[src/rtl/prog_loader_if.sv]
// Byte-stream input and program-memory write port of the program loader.
// The loader (slave) receives bytes and drives memory/CPU control; the source/observer is master.
interface prog_loader_if;
   logic [7:0]  rx_data;
   logic        rx_valid;
   logic        rx_ready;
   logic        mem_we;
   logic [12:0] mem_addr;
   logic [13:0] mem_wdata;
   logic        cpu_hold;
   logic        done;
   logic        err;

   modport master (
      output rx_data, rx_valid,
      input  rx_ready, mem_we, mem_addr, mem_wdata, cpu_hold, done, err
   );

   modport slave (
      input  rx_data, rx_valid,
      output rx_ready, mem_we, mem_addr, mem_wdata, cpu_hold, done, err
   );
endinterface

[src/rtl/prog_loader.sv]
// Serial program loader: parses sync/count/data/checksum byte stream into 14-bit memory writes,
// holding the CPU in reset while a load is in progress.
module prog_loader #(
   parameter int unsigned MAX_WORDS = 8191
) (
   input logic         clk,
   input logic         reset,
   prog_loader_if.slave bus
);

   typedef enum logic [2:0] {
      StIdle, StCntH, StCntL, StDataH, StDataL, StCheck, StDone, StErr
   } state_e;

   state_e      state_q;
   logic [12:0] count_q;
   logic [12:0] idx_q;
   logic [5:0]  hi_q;
   logic [7:0]  sum_q;
   logic        mem_we_q;
   logic [12:0] mem_addr_q;
   logic [13:0] mem_wdata_q;

   logic        rx_ready;
   logic        accept;
   logic [12:0] cnt_full;

   assign rx_ready = (state_q != StDone) && (state_q != StErr);
   assign accept   = bus.rx_valid && rx_ready;
   assign cnt_full = {count_q[12:8], bus.rx_data};

   always_ff @(posedge clk) begin
      if (reset) begin
         state_q     <= StIdle;
         count_q     <= '0;
         idx_q       <= '0;
         hi_q        <= '0;
         sum_q       <= '0;
         mem_we_q    <= 1'b0;
         mem_addr_q  <= '0;
         mem_wdata_q <= '0;
      end else begin
         mem_we_q <= 1'b0;
         case (state_q)
            StIdle: begin
               if (accept && bus.rx_data == 8'hA5) begin
                  state_q <= StCntH;
                  sum_q   <= '0;
                  idx_q   <= '0;
               end
            end
            StCntH: begin
               if (accept) begin
                  sum_q   <= sum_q + bus.rx_data;
                  count_q <= {bus.rx_data[4:0], 8'h00};
                  state_q <= (bus.rx_data[7:5] != 3'b000) ? StErr : StCntL;
               end
            end
            StCntL: begin
               if (accept) begin
                  sum_q   <= sum_q + bus.rx_data;
                  count_q <= cnt_full;
                  idx_q   <= '0;
                  if (32'(cnt_full) > MAX_WORDS) begin
                     state_q <= StErr;
                  end else if (cnt_full == 13'd0) begin
                     state_q <= StCheck;
                  end else begin
                     state_q <= StDataH;
                  end
               end
            end
            StDataH: begin
               if (accept) begin
                  sum_q   <= sum_q + bus.rx_data;
                  hi_q    <= bus.rx_data[5:0];
                  state_q <= (bus.rx_data[7:6] != 2'b00) ? StErr : StDataL;
               end
            end
            StDataL: begin
               if (accept) begin
                  sum_q       <= sum_q + bus.rx_data;
                  mem_we_q    <= 1'b1;
                  mem_addr_q  <= idx_q;
                  mem_wdata_q <= {hi_q, bus.rx_data};
                  idx_q       <= idx_q + 13'd1;
                  // idx_q still holds the pre-increment index of this word
                  state_q     <= (idx_q == count_q - 13'd1) ? StCheck : StDataH;
               end
            end
            StCheck: begin
               if (accept) begin
                  state_q <= (bus.rx_data == sum_q) ? StDone : StErr;
               end
            end
            StDone:  state_q <= StIdle;
            StErr:   state_q <= StIdle;
            default: state_q <= StIdle;
         endcase
      end
   end

   assign bus.rx_ready  = rx_ready;
   assign bus.mem_we    = mem_we_q;
   assign bus.mem_addr  = mem_addr_q;
   assign bus.mem_wdata = mem_wdata_q;
   assign bus.cpu_hold  = (state_q != StIdle);
   assign bus.done      = (state_q == StDone);
   assign bus.err       = (state_q == StErr);

endmodule

[src/flat_wrapper.sv]
// flat-port wrapper written by rule: the top's interface ports become plain ports
module prog_loader_flat 
#(
   parameter int unsigned MAX_WORDS = 8191
)
  (clk, reset, bus_rx_data, bus_rx_valid, bus_rx_ready, bus_mem_we, bus_mem_addr, bus_mem_wdata, bus_cpu_hold, bus_done, bus_err);
  prog_loader_if bus_i ();
  input logic clk;
  input logic reset;
  input wire logic [$bits(bus_i.rx_data)-1:0] bus_rx_data;
  input wire logic [$bits(bus_i.rx_valid)-1:0] bus_rx_valid;
  output wire logic [$bits(bus_i.rx_ready)-1:0] bus_rx_ready;
  output wire logic [$bits(bus_i.mem_we)-1:0] bus_mem_we;
  output wire logic [$bits(bus_i.mem_addr)-1:0] bus_mem_addr;
  output wire logic [$bits(bus_i.mem_wdata)-1:0] bus_mem_wdata;
  output wire logic [$bits(bus_i.cpu_hold)-1:0] bus_cpu_hold;
  output wire logic [$bits(bus_i.done)-1:0] bus_done;
  output wire logic [$bits(bus_i.err)-1:0] bus_err;
  assign bus_i.rx_data = bus_rx_data;
  assign bus_i.rx_valid = bus_rx_valid;
  assign bus_rx_ready = bus_i.rx_ready;
  assign bus_mem_we = bus_i.mem_we;
  assign bus_mem_addr = bus_i.mem_addr;
  assign bus_mem_wdata = bus_i.mem_wdata;
  assign bus_cpu_hold = bus_i.cpu_hold;
  assign bus_done = bus_i.done;
  assign bus_err = bus_i.err;
  prog_loader #(.MAX_WORDS(MAX_WORDS)) u_core (.clk(clk), .reset(reset), .bus(bus_i));
endmodule
[config.mk]
export PLATFORM = sky130hd
export DESIGN_NAME = prog_loader_flat
export DESIGN_NICKNAME = d
export VERILOG_FILES = /design/src/rtl/prog_loader_if.sv /design/src/rtl/prog_loader.sv /design/src/flat_wrapper.sv
export SDC_FILE = /design/constraint.sdc
export NUM_CORES = 1
export LEC_CHECK = 0
export CORE_ASPECT_RATIO = 0.75
export CORE_MARGIN = 3
export CORE_UTILIZATION = 56
export DETAILED_ROUTE_END_ITERATION = 12
export GPL_TIMING_DRIVEN = 0
export HOLD_SLACK_MARGIN = 0.05
export PLACE_DENSITY_LB_ADDON = 0.08
export SYNTH_ARGS = -nofsm -noshare
export SYNTH_HDL_FRONTEND = slang
export SYNTH_SLANG_ARGS = --single-unit
[constraint.sdc]
create_clock -name clk -period 2.2 [get_ports clk]
set_input_delay 0.44 -clock clk [delete_from_list [all_inputs] [get_ports clk]]
set_output_delay 0.44 -clock clk [all_outputs]
set_load 0.01 [all_outputs]
# Yosys cells after proc, flatten, opt, wreduce, memory -nomap -nowiden
# Index checks and enable logic that the tools add are counted.
# op_classes
shifts	0
bitwise_logic	2
order_cmp	0
mux	23
n_div	0
reduce_logical	21
multipliers	0
n_eq_ne	19
n_addsub	3
# ops
cell	count
$mux 13	4
$pmux 13 s3	1
$mux 3	9
$pmux 13 s2	1
$mux 8	3
$pmux 3 s7	1
$pmux 8 s2	1
$ne 2x1->1 const B	7
$add 13x1->13 const B	1
$eq 13x13->1	1
$logic_not 13->1	1
$sub 13x1->13 const B	1
$eq 3x3->1 const B	4
$reduce_and 3->1	3
$reduce_bool 3->1	3
$add 8x8->8	1
$eq 8x8->1	1
$eq 8x8->1 const B	1
$eq 3x2->1 const B	2
$ne 3x3->1 const B	2
$reduce_and 6->1	1
$reduce_bool 2->1	3
$reduce_and 2->1	2
$reduce_and 4->1	1
other kinds (8)	13
# totals
latch_bits	0
output_inout_bits	32
inputBits	11
romBits	0
regBits	71
wordCells	77
memories	0
mem_bits_rw	0

# Longest topological paths before layout
# Gate-level depths: netlist (run 1).
# depth
word_depth	6
depth_mapped	9
ltp_nobuf	9

# Worst setup path before layout (run 1)
# Ideal clock, no wire load.
# synth_timing
kind	in2reg
start	input bus_rx_data[1]
end	register u_core.sum_q[7]
setup_time_ns	0.063
t_required_ns	2.137
path_slack_ns	0.234
t_arrival_ns	1.904
path_buffers	0
cell_stages	7
cell_sequence	ha_1 -> a21oi_1 -> o211ai_1 -> a2111oi_0 -> nor3_1 -> a2111o_1 -> nand3_1
# synth_between
elab_chain_len	4
word_cells_on_any_way	7
classes_between	1 x add/sub; 2 x eq/ne; 2 x mux; 2 x reduce/logical
# synth_rtl
element	line_no	text
from (decl)	flat_wrapper.sv:10	input wire logic [$bits(bus_i.rx_data)-1:0] bus_rx_data;
branches (longest 4 deep; another with $add 8x8->8)	--	
to (signal assigned)	prog_loader.sv:54	sum_q <= sum_q + bus.rx_data;
to (signal assigned)	prog_loader.sv:61	sum_q <= sum_q + bus.rx_data;
to (signal assigned)	prog_loader.sv:75	sum_q <= sum_q + bus.rx_data;
to (decl)	prog_loader.sv:19	logic [7:0] sum_q;
# Several ways; the timed one is not identified. The select of a mux whose other input is x is not followed.
# A chain may end at the register's enable or synchronous reset.

# Final worst setup path (run 1)
# layout_timing
start	register u_core.count_q[0]
end	register u_core.state_q[1]
# layout_between
elab_chain_len	5
# layout_rtl
element	line_no	text
from (decl)	prog_loader.sv:16	logic [12:0] count_q;
from (signal assigned)	prog_loader.sv:55	count_q <= {bus.rx_data[4:0], 8'h00};
from (signal assigned)	prog_loader.sv:62	count_q <= cnt_full;
$sub 13x1->13	prog_loader.sv:88	state_q <= (idx_q == count_q - 13'd1) ? StCheck : StDataH;
$eq 13x13->1	prog_loader.sv:88	
$mux 3	prog_loader.sv:88	
$mux 3	prog_loader.sv:81	if (accept) begin
$pmux 3 s7	prog_loader.sv:44	case (state_q)
to (signal assigned)	prog_loader.sv:47	state_q <= StCntH;
to (signal assigned)	prog_loader.sv:88	
to (signal assigned)	prog_loader.sv:93	state_q <= (bus.rx_data == sum_q) ? StDone : StErr;
to (decl)	prog_loader.sv:15	state_e state_q;
# No other way between the ends. The select of a mux whose other input is x is not followed.

==> out/metrics.sh, run 1 <==
FINALCLOCKSKEW_PS=9.66
LAYOUT.NETS=517
CORE.ROWCOUNT=24
FINAL-INSTANCE-COUNT-EXCL-FILL=579
TRITONCTS_CLOCK_TREE='done'
UTILIZATION=0.729
LAYOUT_WORST_PATH_CYCLE_SHARE=0.971
GPL.FINAL_WEIGHTED_CONGESTION=0.929
PLACE_INST=562
CP_DATA_ARRIVAL_TIME_PS=2360
DIE_HEIGHT_UM=75.6
IO-PIN-COUNT=43
CLOCK_SINKS=71
FMAXACHIEVABLE_MHz=468
HOLD_PATH_STARTPOINT='u_core.hi_q[3]$_SDFFE_PP0P_'
NETLIST_INSTANCES=444
FIRST_GLOBAL_VIAS=3066
SYNTH-EDFF-COUNT=0
GLOBALROUTETOTALUTIL=0.270
FINAL_COMMON_CELL='sky130_fd_sc_hd__dfxtp_1'
CTS.HOLD.BUFFERS_ADDED=0
KIND_OF_END_POINT_OF_THE_CRITICAL_PATH='flop'
IR_DROP_mV=0.652
MOST-COMMON-LAYOUT-CELLS='71 x sky130_fd_sc_hd__dfxtp_1, 65 x sky130_fd_sc_hd__nand2_1, 51 x sky130_fd_sc_hd__nor2_1'
START_UTIL=0.600
DESIGN.DIE.AREA_UM2=7470
DRIVE_ABOVE_1_SHARE=0.0998
PERIOD_MINUS_SLACK_PS=2140
CLKTRANSATPATHREGS_PS=80
CLOCK-ROOT-BUFFER='sky130_fd_sc_hd__clkbuf_8'
CLOCK_LATENCY_PS=360
RUN_STATUS='finished clean'
MAXCAPVIOLCOUNT=0
DRT_ITER0_MARKERS=285
IO_BUFFERS=40
MIN_PATH_TYPE='reg -> reg'
SYNTH_NETS=465
DETAILROUTE.VIA_COUNT=3387
REQUIRED_TIME_OF_THE_WORST_SETUP_PATH_PS=2420
DIODES=0
RR_STARTPOINT='u_core.count_q[0]$_SDFFE_PP0P_'
ROUTED_WIRE_LENGTH_PER_INSTANCE_UM=16.9
VIAS_PER_CELL=5.85
YS_WARN_COUNT=0
HOLD_VIOL_FINAL=0
ANTENNA_LEFT=0
DETAIL_ROUTE.FIRST_PASS.ITERATIONS=5
STATIC-LEAKAGE-POWER_nW=1.62
HPWL_UM=6920
WORSTSETUPPATHTYPE='reg -> reg'
STARTPOINT_TYPE='flop'
POWER.DENSITY_nW_PER_UM2=891
PLACEABLE_CORE_AREA_UM2=6040
TIMING_MAX_TRANSITION_VIOLATIONS_FINAL=0
GRT.OVERFLOW.TOTAL=0
CRITPATHMAXFANOUT=6
FINALSETUPVIOLATIONS=0
FINALSETUPTNS_PS=0
GRT_FIRST_PASS_WIRELENGTH_UM=15700
ASYNC_RESET_FF_FRAC=0
YS_DOMINANT_REG_CELL='sky130_fd_sc_hd__dfxtp_1'
SYNTH_SEQ_CELLS=71
TRITONCTS.NUM_BUFFERS=9
GRT_START_MAX_NET_PINS=14
SYNTHTOLAYOUTAREAGROWTH_PCT=21.5
WORST-SLEW-PIN-TRANSITION_PS=764
DIE_X_UM=98.8
NETLIST_AREA_PRE_PLACE_UM2=3620
TOTALWIRELENGTH_UM=9770
POST_SYNTH.CELL_AREA_AVG_UM2=8.15
SYNTH_CELL_TYPE_COUNT=53
CTS_MAX_PATH_BUFFERS=2
NUMBER_OF_ANTENNA_VIOLATIONS_AT_THE_FIRST_CHECK_IN_GLOBAL_ROUTING=0
SETUP.WORST_PATH.START='u_core.count_q[0]$_SDFFE_PP0P_'
HTREE_NUM_LEVELS=3
YS_SEQ_AREA_FRAC=0.393
DRC=0
N_FILL_CELL=491
WORST_SLEW_MARGIN_REL=0.491
[layer usage]
| metal | vias to the layer above | track usage | wire (µm) |
|---|---|---|---|
| li1 | 1640 | - | - |
| met4 | 0 | 0.0879 | 114 |
| met2 | 163 | 0.404 | 4220 |
| met1 | 1568 | 0.383 | 4480 |
| met3 | 16 | 0.0686 | 959 |
| met5 | - | 0 | 0 |
[path summary, 6_finish.rpt]
check	end	slack [ps]	cells after the start
max	u_core.state_q[1]$_SDFFE_PP0P_	60	8
min	u_core.bus.mem_wdata[11]$_SDFFE_PP0P_	450	2
max reg2reg	u_core.state_q[1]$_SDFFE_PP0P_	60	8
min reg2reg	u_core.bus.mem_wdata[11]$_SDFFE_PP0P_	450	2
[where the power goes]
| group | switching, mW | internal, mW | leakage (nW) |
|---|---|---|---|
| clock | 0.523 | 0.646 | 0.107 |
| combinational | 0.767 | 0.534 | 0.944 |
| sequential | 0.0768 | 1.37 | 0.573 |
[timing repair]
action,4_1_cts,5_1_grt
gates resized for setup,15,14
pin swaps,0,0
gates cloned,0,0
endpoints found under the setup margin,22,27
setup buffers,0,1
[registers in the layout, indices dropped and copies added (netlist names)]
signal / cells
u_core.state_q: 3
u_core.bus.mem_wdata: 14
u_core.bus.mem_we: 1
u_core.sum_q: 8
u_core.hi_q: 6
u_core.count_q: 13
u_core.idx_q: 13
u_core.bus.mem_addr: 13
[synth_stat cells (2+ instances only)]
master                     instances  area [µm²]
sky130_fd_sc_hd__mux2i_1          15         150
sky130_fd_sc_hd__nand2_1          65         244
sky130_fd_sc_hd__inv_1            13        48.8
sky130_fd_sc_hd__and3_1            4        25.0
sky130_fd_sc_hd__nor3_1           12        60.1
sky130_fd_sc_hd__nor2_1           51         191
sky130_fd_sc_hd__nand3b_1          3        22.5
sky130_fd_sc_hd__nor3b_1           2        15.0
sky130_fd_sc_hd__o21ai_0           8        40.0
sky130_fd_sc_hd__xor2_1           13         114
sky130_fd_sc_hd__nor2_2            5        31.3
sky130_fd_sc_hd__o21a_1            4        30.0
sky130_fd_sc_hd__nand2b_1          7        43.8
sky130_fd_sc_hd__a21oi_1          40         200
sky130_fd_sc_hd__buf_2             9        45.0
sky130_fd_sc_hd__nand3_1           9        45.0
sky130_fd_sc_hd__a22oi_1          11        82.6
sky130_fd_sc_hd__a211oi_1          2        15.0
sky130_fd_sc_hd__a31oi_1           2        12.5
sky130_fd_sc_hd__and2_1            2        12.5
sky130_fd_sc_hd__xnor2_1          20         175
sky130_fd_sc_hd__dfxtp_1          71        1420
sky130_fd_sc_hd__ha_1              9         113
sky130_fd_sc_hd__nor2b_1           4        25.0
sky130_fd_sc_hd__nand4b_1          2        17.5
sky130_fd_sc_hd__nor4_1            9        56.3
sky130_fd_sc_hd__nand4_1          11        68.8
sky130_fd_sc_hd__clkbuf_1         16        60.1
[kinds of logic (layout without fill, tap and decap cells)]
kind of cell	count (synthesis)	in the layout	share of synthesized area
fa+ha+maj	10	10	0.0367
mux	16	16	0.0446
flops	71	71	0.393
compound gates	81	81	0.141
buf+inv	40	97	0.0467
xor+xnor	33	33	0.0799
simple gates	193	193	0.258
[through the flow]
stage	hold slack (ps)	power, mW	instance area, µm²	setup slack (ps)
final	455	3.92	4400	63.6
after global routing	462	4.10	4400	-10.4
after CTS	458	3.87	4370	12.1
after detailed placement	447	2.69	4120	-639
after global placement	440	2.65	4120	-604
after floorplan	432	2.38	3620	234
[layout make-up]
cell class | count | area (µm²) | share of cell area
well taps | 78 | 97.6 | 0.0222
plain buffers | 27 | 123 | 0.0279
clock buffers | 10 | 128 | 0.0290
flip-flops and latches | 71 | 1420 | 0.323
clock inverters | 6 | 93.8 | 0.0213
inverters | 13 | 48.8 | 0.0111
multi-input cells | 333 | 2090 | 0.474
repair buffers | 41 | 400 | 0.0910
[worst max-delay path, stage by stage (launching register included)]
cell	delay [ps]
sky130_fd_sc_hd__dfxtp_1	370
sky130_fd_sc_hd__inv_1	80
sky130_fd_sc_hd__ha_2	250
sky130_fd_sc_hd__nor3b_4	250
sky130_fd_sc_hd__nand3_1	130
sky130_fd_sc_hd__xnor2_1	190
sky130_fd_sc_hd__a211oi_1	260
sky130_fd_sc_hd__nor4b_4	310
sky130_fd_sc_hd__a311oi_1	150
Note: power is estimated with default switching activity, not from simulation.
==> run 2: changes to the inputs <==
--- a/config.mk
+++ b/config.mk
@@ -8,6 +8,7 @@
 export CORE_ASPECT_RATIO = 0.75
 export CORE_MARGIN = 3
 export CORE_UTILIZATION = 56
+export CTS_CLUSTER_SIZE = 40
 export DETAILED_ROUTE_END_ITERATION = 12
 export GPL_TIMING_DRIVEN = 0
 export HOLD_SLACK_MARGIN = 0.05
==> results of run 2 <==
The final DEF is identical to that of run 1; final timing and power are the same.
==> run 3: changes to the inputs <==
--- a/config.mk
+++ b/config.mk
@@ -5,6 +5,7 @@
 export SDC_FILE = /design/constraint.sdc
 export NUM_CORES = 1
 export LEC_CHECK = 0
+export ABC_CLOCK_PERIOD_IN_PS = 2200
 export CORE_ASPECT_RATIO = 0.75
 export CORE_MARGIN = 3
 export CORE_UTILIZATION = 56
==> results of run 3 <==
The final DEF is identical to that of run 1; final timing and power are the same.
